<file path="src/rtl/sxp_int_pkg.sv">
// Shared definitions for the SXP interrupt controller and the fetch stage.
package sxp_int_pkg;

    typedef enum logic [1:0] {
        ST_RUN = 2'b00,
        ST_REQ = 2'b01,
        ST_SVC = 2'b10
    } int_state_t;

    localparam logic [31:0] IDLE_NOP   = 32'h5800_0000;
    localparam logic [15:0] JAL_PREFIX = 16'h581F;

endpackage

</file>
<file path="src/rtl/int_prio_enc.sv">
// Lowest-index-wins priority encoder over the enabled pending lines.
module int_prio_enc #(
    parameter int NUM_INT = 16
) (
    input  logic [NUM_INT-1:0] req,
    output logic [3:0]         idx,
    output logic               any
);

    // Scan from the top down so the lowest set index is the last one written.
    always_comb begin
        idx = '0;
        any = 1'b0;
        for (int i = NUM_INT - 1; i >= 0; i--) begin
            if (req[i]) begin
                idx = 4'(i);
                any = 1'b1;
            end
        end
    end

endmodule

</file>
<file path="src/rtl/int_ctrl.sv">
// SXP interrupt controller: edge capture, masking, priority pick, JAL
// request sequencing to fetch, and ownership of the core idle signal.
module int_ctrl
    import sxp_int_pkg::*;
#(
    parameter int          NUM_INT  = 16,
    parameter logic [15:0] VEC_BASE = 16'h0000
) (
    input  logic               clk,
    input  logic               reset_b,
    input  logic [NUM_INT-1:0] int_req,
    input  logic               int_en,
    input  logic               int_mask_we,
    input  logic               int_clr_we,
    input  logic [NUM_INT-1:0] int_wdata,
    input  logic               jal_taken,
    input  logic               int_ret,
    input  logic               sleep_req,
    output logic               jal_req,
    output logic [15:0]        int_srv_num,
    output logic               idle,
    output logic [NUM_INT-1:0] int_mask,
    output logic [NUM_INT-1:0] int_pending,
    output logic               int_active,
    output logic [3:0]         int_active_num
);

    int_state_t         state, state_nxt;
    logic [NUM_INT-1:0] int_req_d;
    logic [NUM_INT-1:0] rise;
    logic [NUM_INT-1:0] clr;
    logic [NUM_INT-1:0] enabled;
    logic [3:0]         sel;
    logic               any;
    logic               start;

    assign rise    = int_req & ~int_req_d;
    assign enabled = int_pending & int_mask;
    assign start   = (state == ST_RUN) && (state_nxt == ST_REQ);

    int_prio_enc #(.NUM_INT(NUM_INT)) u_prio (
        .req (enabled),
        .idx (sel),
        .any (any)
    );

    // Software clear plus auto-clear of the line whose JAL fetch just took.
    always_comb begin
        clr = '0;
        if (int_clr_we)
            clr = int_wdata;
        if ((state == ST_REQ) && jal_taken)
            clr = clr | (NUM_INT'(1) << int_active_num);
    end

    always_ff @(posedge clk or negedge reset_b) begin
        if (!reset_b) begin
            int_req_d   <= '0;
            int_pending <= '0;
            int_mask    <= '0;
        end else begin
            int_req_d   <= int_req;
            int_pending <= (int_pending & ~clr) | rise;
            if (int_mask_we)
                int_mask <= int_wdata;
        end
    end

    always_ff @(posedge clk or negedge reset_b) begin
        if (!reset_b)
            state <= ST_RUN;
        else
            state <= state_nxt;
    end

    // jal_taken outranks a dropped int_en while requesting.
    always_comb begin
        state_nxt = state;
        case (state)
            ST_RUN: if (int_en && any) state_nxt = ST_REQ;
            ST_REQ: begin
                if (jal_taken)
                    state_nxt = ST_SVC;
                else if (!int_en)
                    state_nxt = ST_RUN;
            end
            ST_SVC: if (int_ret) state_nxt = ST_RUN;
            default: state_nxt = ST_RUN;
        endcase
    end

    always_comb begin
        jal_req    = (state == ST_REQ);
        int_active = (state == ST_SVC);
    end

    // Line and vector are frozen for the whole REQ/SVC span.
    always_ff @(posedge clk or negedge reset_b) begin
        if (!reset_b) begin
            int_active_num <= '0;
            int_srv_num    <= '0;
        end else if (start) begin
            int_active_num <= sel;
            int_srv_num    <= VEC_BASE + 16'(sel);
        end
    end

    // Wake outranks a sleep request in the same cycle.
    always_ff @(posedge clk or negedge reset_b) begin
        if (!reset_b)
            idle <= 1'b0;
        else if (any)
            idle <= 1'b0;
        else if (sleep_req)
            idle <= 1'b1;
    end

endmodule
</file>
<file path="config.mk">
export PLATFORM = sky130hd
export DESIGN_NAME = int_ctrl
export DESIGN_NICKNAME = d
export VERILOG_FILES = /design/src/rtl/sxp_int_pkg.sv /design/src/rtl/int_prio_enc.sv /design/src/rtl/int_ctrl.sv
export SDC_FILE = /design/constraint.sdc
export NUM_CORES = 1
export LEC_CHECK = 0
export CAP_MARGIN = 0
export CORE_ASPECT_RATIO = 0.5
export CORE_MARGIN = 3
export CORE_UTILIZATION = 42
export DETAILED_ROUTE_END_ITERATION = 7
export DONT_BUFFER_PORTS = 1
export HOLD_SLACK_MARGIN = 0.15
export PLACE_DENSITY_LB_ADDON = 0.08
export SLEW_MARGIN = 15
export SYNTH_ARGS = -nofsm -noshare
export SYNTH_HDL_FRONTEND = slang
export SYNTH_SLANG_ARGS = --single-unit
</file>
<file path="constraint.sdc">
create_clock -name clk -period 2.7 [get_ports clk]
set_input_delay 0.54 -clock clk [delete_from_list [all_inputs] [get_ports clk]]
set_output_delay 0.54 -clock clk [all_outputs]
set_load 0.005 [all_outputs]
</file>
# Yosys cells after proc, flatten, opt, wreduce, memory -nomap -nowiden

Index checks and enable logic that the tools add are counted.

Bits in registers: 55
Latch bits: 0
RAM bits: 0
Memory bits (read-only): 0
Output and inout bits: 55
Logic and storage cells: 63
Memories: 0

Add/subtract/negate cells: 0
$mul: 0
Div/mod/pow operators: 0
Order comparisons: 0
Eq/ne operators: 3
Shift-type cells: 1
Mux-type cells: 41
Bitwise operators: 7
Reductions and logical operators: 5

Operators by type and width:

| operator             | number |
|---|---|
| $mux 4               | 16 |
| $and 16x16->16       | 3 |
| $mux 16              | 2 |
| $not 16->16          | 2 |
| $or 16x16->16        | 2 |
| $mux 1               | 18 |
| $shl 1x4->16 const A | 1 |
| $mux 2               | 4 |
| $pmux 2 s3           | 1 |
| $eq 2x1->1 const B   | 2 |
| $logic_and 1x1->1    | 3 |
| $eq 2x2->1 const B   | 1 |
| $logic_not 2->1      | 1 |
| $reduce_bool 2->1    | 1 |

# Logic depth before layout (Yosys ltp)

Depth in word-level cells: 22
Mapped depth: 5

# Cells and area by module

Synthesis repeated with hierarchy kept, for this count alone.

Cells, all modules: 236
Area total of the unflattened synthesis: 2526.2 um2

Modules (own cells, without submodules):

| module       | times used | cells an instance | area an instance (um2) |
|---|---|---|---|
| int_ctrl     | 1          | 203               | 2347.3 |
| int_prio_enc | 1          | 33                | 178.9 |

# Worst setup path before layout

No wires, ideal clock.

Path type: input-to-reg
From: input port int_clr_we
To: register int_pending[10]
Setup time: 0.130 ns
Data arrival time: 1.249 ns
Required time: 2.570 ns
Path slack: 1.321 ns
Stages on the path: 5
Path buffers: 2
Path through: clkbuf_1 -> clkbuf_1 -> nand2_1 -> o211ai_1 -> o21ai_0

Word-level cells in the longest chain between the ends: 6

Ends and longest elaborated chain:

| item                   | RTL line       | source |
|---|---|---|
| start: declaration     | int_ctrl.sv:14 | `input logic int_clr_we,` |
| $mux 16 (*)            | int_ctrl.sv:50 | `if (int_clr_we)` |
| $or 16x16->16          | int_ctrl.sv:53 | `clr = clr \| (NUM_INT'(1) << int_active_num);` |
| $mux 16 (*)            | int_ctrl.sv:52 | `if ((state == ST_REQ) && jal_taken)` |
| $not 16->16 (*)        | int_ctrl.sv:63 | `int_pending <= (int_pending & ~clr) \| rise;` |
| $and 16x16->16 (*)     | int_ctrl.sv:63 |  |
| $or 16x16->16 (*)      | int_ctrl.sv:63 |  |
| end signal: assignment | int_ctrl.sv:63 |  |
| end: declaration       | int_ctrl.sv:23 | `output logic [NUM_INT-1:0] int_pending,` |

Mark *: on every way between the ends. The rest lies on a longest branch, timed or not.
A chain may end at the register's enable or synchronous reset.

# Worst setup path in the final report

From: register int_mask[5]
To: register int_active_num[2]

Word-level cells in the longest chain between the ends: 12
Elaborated cells between the ends (all ways): 18

Ends and longest elaborated chain:

| item                     | RTL line           | source |
|---|---|---|
| start: declaration       | int_ctrl.sv:22     | `output logic [NUM_INT-1:0] int_mask,` |
| start signal: assignment | int_ctrl.sv:65     | `int_mask <= int_wdata;` |
| $and 16x16->16 (*)       | int_ctrl.sv:38     | `assign enabled = int_pending & int_mask;` |
| $mux 1 (6 in series)     | int_prio_enc.sv:15 | `if (req[i]) begin` |
| $logic_and 1x1->1        | int_ctrl.sv:80     | `ST_RUN: if (int_en && any) state_nxt = ST_REQ;` |
| $mux 2                   | int_ctrl.sv:80     |  |
| $pmux 2 s3               | int_ctrl.sv:79     | `case (state)` |
| $eq 2x1->1               | int_ctrl.sv:39     | `assign start = (state == ST_RUN) && (state_nxt == ST_REQ);` |
| $logic_and 1x1->1        | int_ctrl.sv:39     |  |
| end signal: assignment   | int_ctrl.sv:103    | `int_active_num <= sel;` |
| end: declaration         | int_ctrl.sv:25     | `output logic [3:0] int_active_num` |

Marks and branches as above.

==> results.md <==
| Quantity | This run | Unit |
| --- | --- | --- |
| RSZ-0062 raised after global routing | no | - |
| Mean post-synth cell area | 11.14 | sq um |
| Critical path, cell by cell | a22oi_2 -> nand4_2 -> o21ai_4 -> a311oi_1 -> a21o_1 | - |
| Critical Path Start Type | flop | - |
| Total number of nets in the final design | 266 | - |
| Largest net degree at the start of global routing | 56 | - |
| Detailed-route DRC error count | 0 | - |
| Maximum resistive drop on vdd | 369.2 | uV |
| Setup Fix Bufs, Post-CTS | 0 | - |
| Final worst-path cycle share | 56.78 | % |
| Static Leak | 1.196 | nW |
| Number of buffers added on ports | 0 | - |
| Fraction of registers with async set or reset after synthesis | 100.0 | % |
| Crit-path max cell delay | 0.44 | ns |
| Path depth of the worst reg2reg path | 5 | - |
| Buf/Inv on CP | 0 | - |
| Number of antenna violations at the first check in global routing | 0 | - |
| Ys flop type | dfrtp_1 | - |
| Kind of end point of the critical path | flop | - |
| Yosys Warn Count | 0 | - |
| Run status | completed | - |
| Layout overhead on the synthesized area | 6.760 | % |
| Count of pins on the block boundary | 95 | - |
| Number of distinct library cells after synthesis | 35 | - |
| Data required time at the worst endpoint | 2.88 | ns |
| Data arrival time of the critical path | 1.71 | ns |
| Number of failing hold endpoints at the final stage | 0 | - |
| Mapped cell area | 0.002517 | sq mm |
| Cell type contributing the most total cell area after synthesis | dfrtp_1 | - |
| Antenna cells | 0 | - |
| Width of the die | 115.5 | um |
| Starting utilization of the core area | 44.68 | % |
| Detailed-placement wirelength estimate | 4340 | um |
| Class of the tightest hold or removal check | primary input to flop | - |
| Average wire per cell in the routed design | 19.41 | um |
| Clock insertion delay at the later pin of the skew report | 0.29 | ns |
| Worst r2r src | int_mask[5] | - |
| Seq/Total Area, Yosys | 54.67 | % |
| Total track usage | 17.81 | % |
| Synth cell count leaders | dfrtp_1, nand2_1, inv_1 | - |
| Setup TNS Final | 0 | ns |
| Post-Layout Cell Count | 300 | - |
| Weighted congestion reported at the end of routability-driven placement | 0.7908 | - |
| Layout Skew | 0.003742 | ns |
| Post-synth top area share | 54.67 | % |
| Count of final setup violators | 0 | - |
| Cell type group with the largest total delay on the critical path | compound AO/OA/AOI/OAI gates | - |
| Clock tree from TritonCTS | yes | - |
| Final wirelength | 5823 | um |
| Synthesized netlist cell count | 226 | - |
| Filler cells | 520 | - |
| Share of final-layout standard cells stronger than drive strength 1 | 16.74 | % |
| Crit-path max FO | 7 | - |
| Clock sinks | 55 | - |
| CTS Root Cell | clkbuf_16 | - |
| Hold Path Cell Cnt | 0 | - |
| Hold path endpoint | int_req_d[5] | - |
| Origin of the worst min-delay path | int_req[5] | - |
| Standard cell core area | 0.005634 | sq mm |
| Overall overflow remaining after global route | 0 | - |
| End of the worst register-to-register path | int_active_num[2] | - |
| Most numerous cell in the Yosys netlist | dfrtp_1 | - |
| Max H-tree Level | 2 | - |
| Number of placed cells counting well taps | 290 | - |
| Count of vias placed by the detailed router | 1639 | - |
| Via density per instance | 5.463 | - |
| Fin. max-slew vios | 0 | - |
| Maximum root-to-sink buffer count | 2 | - |
| Remaining antenna violation count after routing | 0 | - |
| Standard-cell rows | 19 | - |
| P per Cell Area | 735.5 | mW/mm^2 |
| Register bit count reported by yosys | 55 | - |
| Leading post-synthesis cells by cell area | dfrtp_1, mux2_2, nand2_1, buf_4, o211ai_1 | - |
| Reg-to-reg setup timing slack | 1.17 | ns |
| Drt pass-1 iters | 4 | - |
| Die height | 60.75 | um |
| Clock slew at the register clock pins of the worst setup and hold paths | 0.07 | ns |
| Slowest cell on crit path | dfrtp_1 | - |
| Max frequency | 0.6523 | GHz |
| Post-synth EDFFs | 0 | - |
| Max-cap check violation count | 0 | - |
| Global-route wire length before repair | 9308 | um |
| Min cycle time layout | 1.533 | ns |
| Kind of critical path | flop to flop | - |
| Multi-input logic area | 980.9 | sq um |
| Sequential Area | 0.001376 | sq mm |
| TritonCTS buffer count | 5 | - |
| Die Footprint | 0.007015 | sq mm |
| Vias in the first global route | 1666 | - |
| DRC marker count from the first detailed-route iteration | 105 | - |
==> placed cells by master, fill, tap and decap left out, types with 3 or more instances in the layout <==
cell type / n
clkbuf_16: 5
o21ai_1: 9
nand2b_1: 3
dfrtp_1: 55
mux2_2: 16
a22oi_2: 6
a32oi_1: 3
inv_1: 17
nand2_1: 38
conb_1: 12
o311ai_1: 4
nor2_1: 4
o211ai_1: 12
o21ai_0: 12
==> registers in the layout (all words and copies together), names as in the netlist <==
register / flops
int_mask: 16
int_pending: 16
int_req_d: 16
int_active_num: 4
state: 2
idle: 1
==> what timing repair did <==
| action | CTS | global route |
|---|---|---|
| endpoints found under the hold margin | 55 | 0 |
| gates resized for setup | 0 | 0 |
| hold buffers | 2 | 0 |
==> metrics by stage <==
step	cell area [sq um]	setup slack (ns)	hold WS [ns]	total power, mW	util (%)
5_1_grt	2688	1.041	0.2542	2.103	47.70
4_1_cts	2688	1.177	0.2663	2.005	47.70
2_1_floorplan	2559	1.321	0.2444	1.287	-
3_3_place_gp	2512	1.212	0.2455	1.352	44.59
3_5_place_dp	2512	1.188	0.2456	1.357	44.59
6_report	2688	1.167	0.2756	1.977	47.70
==> power breakdown <==
part           total (mW)  internal, mW  switching, mW
clock network       0.618         0.344          0.274
registers            1.08         0.911          0.164
logic               0.283         0.127          0.156
==> worst max path at each step <==
stage | startpoint | to | slack, ns | cells past startpoint
6_report | int_mask[5] | int_active_num[2] | 1.17 | 5
5_1_grt | int_pending[10] | int_active_num[2] | 1.04 | 5
4_1_cts | int_pending[10] | int_active_num[2] | 1.18 | 5
3_5_place_dp | int_pending[10] | int_active_num[2] | 1.19 | 5
3_3_place_gp | int_pending[10] | state[0] | 1.21 | 5
2_1_floorplan | int_clr_we | int_pending[10] | 1.32 | 5
==> final cells by class <==
type | count | area share, %
clock buffer | 7 | 4.935
clock inverter | 1 | 0.1862
inverter | 17 | 2.374
multi-input combinational | 145 | 36.50
sequential | 55 | 51.21
tap | 73 | 3.399
timing repair buffer | 2 | 1.397
==> logic make-up (layout without fill, tap and decap cells) <==
| group | Yosys count | after routing | synth area share [%] |
|---|---|---|---|
| DFF | 55 | 55 | 54.67 |
| and+or+nand+nor | 59 | 59 | 11.43 |
| other | 1 | 12 | 0.1490 |
| buffers and inverters | 37 | 27 | 8.002 |
| AOI/OAI and AO/OA | 58 | 58 | 18.59 |
| muxes | 16 | 16 | 7.157 |
==> layer usage <==
| layer | up-vias | GRT usage, % | share of wire [%] |
|---|---|---|---|
| li1 | 766 | - | - |
| met1 | 810 | 25.31 | 47 |
| met2 | 61 | 25.00 | 43 |
| met3 | 2 | 7.869 | 10 |
| met4 | 0 | 4.348 | 0.41 |
| met5 | - | 0 | 0 |
(Power assumes the default switching activity.)
==> variant 1: new RTL, same settings <==
Register the input `int_req` before use, cleared by the reset. The logic sees it one clock later. The other inputs are not delayed to match.
--- a/src/rtl/int_ctrl.sv
+++ b/src/rtl/int_ctrl.sv
@@ -25,6 +25,16 @@
     output logic [3:0]         int_active_num
 );
 
+    logic [NUM_INT-1:0] int_req_q;
+
+    always_ff @(posedge clk or negedge reset_b) begin
+        if (!reset_b) begin
+            int_req_q <= '0;
+        end else begin
+            int_req_q <= int_req;
+        end
+    end
+
     int_state_t         state, state_nxt;
     logic [NUM_INT-1:0] int_req_d;
     logic [NUM_INT-1:0] rise;
@@ -34,7 +44,7 @@
     logic               any;
     logic               start;
 
-    assign rise    = int_req & ~int_req_d;
+    assign rise    = int_req_q & ~int_req_d;
     assign enabled = int_pending & int_mask;
     assign start   = (state == ST_RUN) && (state_nxt == ST_REQ);
 
@@ -59,7 +69,7 @@
             int_pending <= '0;
             int_mask    <= '0;
         end else begin
-            int_req_d   <= int_req;
+            int_req_d   <= int_req_q;
             int_pending <= (int_pending & ~clr) | rise;
             if (int_mask_we)
                 int_mask <= int_wdata;
Function: changed (Yosys sat finds a counterexample within 4 cycles, from zero or initial values and one cycle with reset_b low).
==> variant 1 against the unedited design <==
  * Wire length increased by 9.9%
  * Die area increased by 15%
  * Non-clock buffer count unchanged
  * Cell area increased by 23%
  * Worst setup slack got worse by 46 ps
  * Highest routed layer unchanged
  * Clock power increased by 110%
  * First-iteration DRC count increased by 36%
  * Area after synthesis increased by 16%
  * Power increased by 47%
  * Sequential share of layout area increased by 2.6 points
  * Fmax decreased by 2.9%
  * Sequential cell count increased by 16
  * Largest power group unchanged
==> variant 1: results <==
group,metric,value,unit
pwr,ir_worst_vdd,0.3553,mV
global_routing,grt_pass1_wl,10.04,mm
critical_path,path_max_fanout,7,
placement,place_area,2932,um^2
detailed_routing,drt_iter0_markers,143,
critical_path,regToRegSetupSlack,1120,ps
detailed_routing,vias,1768,
placement,place_hpwl,4.599,mm
layout,drive_above_1_share,18.80,%
run_status,run_status,"completed",
logic_synthesis,synth_area_leaders,"dfrtp_1 (61%), mux2_2 (6.2%), nand2_1 (4.9%)",
logic_synthesis,synthMuxAreaShare,6.175,%
clock_tree,cts_buffers,9,
placement,globalplace.congestion,0.7390,
clock_tree,cts_setup_buffers,0,
critical_path,startpoint,"int_pending[5]",
global_routing,grt_pass1_vias,1828,
timing,finClkSkew,6.109,ps
pwr,power_leakage,0.001479,uW
critical_path,cp.arrival,1800,ps
logic_synthesis,yosysUniqueCellTypes,35,
logic_synthesis,ys_top_cells_by_count,"dfrtp_1 (71), nand2_1 (38), inv_1 (17)",
critical_path,critical_path.max_stage_delay,440,ps
critical_path,cp_slowest_cell,"dfrtp_1",
clock_tree,cts_max_level,3,
logic_synthesis,synthXorXnorAreaFrac,0,%
critical_path,r2r_cells,5,
layout,fin_nets,286,
clock_tree,clkTransAtPathRegs,50,ps
detailed_routing,drtPass1Iterations,4,
clock_tree,clockRootBuffer,"clkbuf_16",
detailed_routing,totalWireLength,6.401,mm
logic_synthesis,synth-compound-area-share,16.04,%
global_routing,antenna_found_initial,0,
clock_tree,clk_latency,330,ps
critical_path,crit_type,"reg2reg",
critical_path,r2r-end,"int_active_num[2]",
logic_synthesis,ys_seq_area_share,60.89,%
layout,fillCellCount,577,
global_routing,grt_usage,17.16,%
logic_synthesis,async_flop_share,100.0,%
global_routing,grt_start_max_net_pins,72,
variant 1: cell count changes after synthesis:
cell     delta
dfrtp_1    +16
variant 1: worst min-delay path by stage:
| stage | from | to | slack [ps] | cells after the start |
|---|---|---|---|---|
| 2_1_floorplan | reset_b | idle | 240 | 0 |
| 3_3_place_gp | reset_b | int_req_q[14] | 250 | 0 |
| 3_5_place_dp | reset_b | int_req_q[14] | 250 | 0 |
| 4_1_cts | int_req[0] | int_req_q[0] | 220 | 0 |
| 5_1_grt | int_req[9] | int_req_q[9] | 220 | 0 |
| 6_report | int_req[0] | int_req_q[0] | 240 | 0 |
variant 1: repair_timing:
item,CTS,global route
hold endpoints to repair,71,0
hold buffers,2,0
resized for setup,0,0
variant 1: cell families (layout without fill, tap and decap cells):
logic type,count (synthesis),count (layout)
buffers and inverters,37,34
other,1,12
muxes,16,16
and+or+nand+nor,59,59
DFF,71,71
AOI/OAI and AO/OA,58,58
variant 1: worst max-delay path: cells and delay by family, from the launching register on:
kind | cells | cell delay [ps]
AOI/OAI and AO/OA | 4 | 830
DFF | 1 | 440
and+or+nand+nor | 1 | 200
variant 1: final cells by class:
type / instances / area, um^2 / area share, %
inverter: 17 / 63.81 / 1.933
clock inverter: 3 / 65.06 / 1.971
sequential: 71 / 1777 / 53.83
timing repair buffer: 2 / 37.54 / 1.137
tap: 88 / 110.1 / 3.336
multi-input combinational: 145 / 980.9 / 29.72
clock buffer: 12 / 266.5 / 8.074
variant 1: through the flow:
step | utilization [%] | power (uW) | instances | hold slack [ps] | worst slack [ps]
floorplan | - | 1545 | 253 | 244.4 | 1321
global placement | 45.94 | 1604 | 321 | 246.2 | 1154
detailed placement | 45.94 | 1610 | 321 | 246.3 | 1120
CTS | 51.73 | 2941 | 338 | 222.5 | 1125
global route | 51.73 | 3038 | 338 | 218.8 | 1046
finish | 51.73 | 2901 | 338 | 236.0 | 1121
variant 1: layer usage:
layer | routed length, um | share of wire (%) | track usage [%]
met1 | 2986 | 47 | 23.84
met2 | 2750 | 43 | 23.47
met3 | 596 | 9.3 | 7.934
met4 | 68 | 1.1 | 5.793
met5 | 0 | 0 | 0
variant 1: power by group:
group	internal, uW	switching (uW)
Combinational	126	157
Sequential	1170	165
Clock	876	411
Total	2170	733
==> variant 2: new RTL, same settings <==
Made on the original files. `NUM_INT` is set to 16 in 2 places; all go to 24.
--- a/src/rtl/int_prio_enc.sv
+++ b/src/rtl/int_prio_enc.sv
@@ -1,6 +1,6 @@
 // Lowest-index-wins priority encoder over the enabled pending lines.
 module int_prio_enc #(
-    parameter int NUM_INT = 16
+    parameter int NUM_INT = 24
 ) (
     input  logic [NUM_INT-1:0] req,
     output logic [3:0]         idx,
--- a/src/rtl/int_ctrl.sv
+++ b/src/rtl/int_ctrl.sv
@@ -3,7 +3,7 @@
 module int_ctrl
     import sxp_int_pkg::*;
 #(
-    parameter int          NUM_INT  = 16,
+    parameter int          NUM_INT  = 24,
     parameter logic [15:0] VEC_BASE = 16'h0000
 ) (
     input  logic               clk,
Interface: changed (resized int_mask, int_pending, int_req and int_wdata); port bits go from 95 to 127. The function was not compared with the original's and may differ.
==> variant 2 against the unedited design <==
  * Area after synthesis is 35% higher
  * Highest routed layer unchanged
  * Sequential cell count is 24 higher
  * Worst setup slack worse by 620 ps
  * Fmax is 29% lower
  * Core utilization is 2.1 points higher
  * Cell area is 40% higher
  * Wire length is 53% higher
  * Power is 57% higher
  * Global-route usage is 2.2 points higher
==> variant 2: results <==
group,metric,value,unit
clock_tree,clkTransAtPathRegs,60,ps
pwr,ir_worst_vdd,0.3465,mV
logic_synthesis,synth-seq-cells,79,
layout,instances_no_fill,422,
global_routing,grt_pass1_vias,2468,
clock_tree,cts_max_level,3,
detailed_routing,viasPerCell,5.528,
logic_synthesis,avgSynthCellArea,11.04,um^2
global_routing,grt_pass1_wl,14.26,mm
logic_synthesis,ys.warnings.count,0,
timing,finClkSkew,5.510,ps
placement,globalplace.congestion,0.7450,
run_status,run_status,"completed",
logic_synthesis,ys_seq_area_share,58.30,%
clock_tree,clk_latency,330,ps
critical_path,path_delay_family,"simple AND/OR/NAND/NOR gates",
logic_synthesis,synthFlopType,"dfrtp_1",
global_routing,antenna_found_initial,0,
logic_synthesis,async_flop_share,100.0,%
placement,place_hpwl,6.399,mm
logic_synthesis,yosysUniqueCellTypes,38,
timing,setup_slack,543.7,ps
layout,drive_above_1_share,14.65,%
pwr,power_leakage,0.001684,uW
detailed_routing,drt_iter0_markers,133,
critical_path,critical_path.max_stage_delay,430,ps
logic_synthesis,ys_top_cells_by_count,"dfrtp_1 (79), nand2_1 (57), inv_1 (27)",
critical_path,path_max_fanout,8,
critical_path,cp_slowest_cell,"dfrtp_1",
placement,place_ws,566.7,ps
clock_tree,cts_buffers,9,
layout,fillCellCount,703,
logic_synthesis,synth_area_leaders,"dfrtp_1 (58%), mux2_2 (8.0%), nand2_1 (6.3%)",
global_routing,grt_usage,19.98,%
layout,fin_nets,365,
detailed_routing,drtPass1Iterations,5,
layout,reg_top3,"int_mask (24), int_pending (24), int_req_d (24)",
critical_path,cp.arrival,2370,ps
global_routing,grt_start_max_net_pins,80,
placement,dp_cells,404,
detailed_routing,totalWireLength,8.881,mm
[variant 2: changes by cell type after synthesis, moves of 4 or more]
cell | unedited run | this run
inv_1 | 17 | 27
nand2_1 | 38 | 57
o21ai_0 | 12 | 20
a22oi_1 | 0 | 8
dfrtp_1 | 55 | 79
a22oi_2 | 6 | 2
mux2_2 | 16 | 24
[variant 2: kinds of logic after synthesis]
| kind of cell | synth area share, % |
|---|---|
| compound gates | 15.61 |
| buf+inv | 7.417 |
| flops | 58.30 |
| mux | 7.971 |
| other cells | 0.1106 |
| simple gates | 10.59 |
[variant 2: path summary, 6_finish.rpt]
kind	from	end	slack, ps	cells after the start
min reg2reg	int_req_d[3]	int_pending[3]	410	1
min in group asynchronous	reset_b	int_mask[4]	780	2
max in group asynchronous	reset_b	int_mask[17]	1610	2
min	int_req[15]	int_req_d[15]	230	0
max	int_pending[5]	int_active_num[0]	540	6
max reg2reg	int_pending[5]	int_active_num[0]	540	6
[variant 2: layout make-up]
| class | instances | area (um^2) | area share, % |
|---|---|---|---|
| sequential | 79 | 1977 | 52.49 |
| multi-input combinational | 190 | 1204 | 31.96 |
| clock buffer | 14 | 274.0 | 7.276 |
| tap | 108 | 135.1 | 3.588 |
| inverter | 27 | 101.3 | 2.691 |
| clock inverter | 2 | 37.54 | 0.9967 |
| timing repair buffer | 2 | 37.54 | 0.9967 |
[variant 2: layer usage]
| layer | track usage [%] | vias up | routed length (um) |
|---|---|---|---|
| li1 | - | 1043 | - |
| met1 | 26.47 | 1164 | 3850 |
| met2 | 30.67 | 119 | 3976 |
| met3 | 8.478 | 7 | 999 |
| met4 | 4.493 | 0 | 55 |
| met5 | 0 | - | 0 |
[variant 2: power by group]
group          leakage (uW)  switching, uW  internal (uW)
sequential         0.000922            192           1300
clock              0.000149            450            792
combinational      0.000613            210            153
total               0.00168            852           2250
[variant 2: stage by stage]
| stage | instance area, um^2 | hold WS (ps) | util, % |
|---|---|---|---|
| 5_1_grt | 3766 | 212.0 | 49.75 |
| 3_3_place_gp | 3417 | 246.1 | 45.14 |
| 2_1_floorplan | 3432 | 244.4 | - |
| 3_5_place_dp | 3417 | 246.3 | 45.14 |
| 4_1_cts | 3766 | 220.6 | 49.75 |
| 6_report | 3766 | 232.4 | 49.75 |
[variant 2: what timing repair did]
| item | CTS | global route |
|---|---|---|
| gates resized for setup | 0 | 0 |
| buffers inserted | 0 | 0 |
| hold buffers | 2 | 0 |
| endpoints found under the hold margin | 79 | 0 |
| setup endpoints to repair | 0 | 0 |
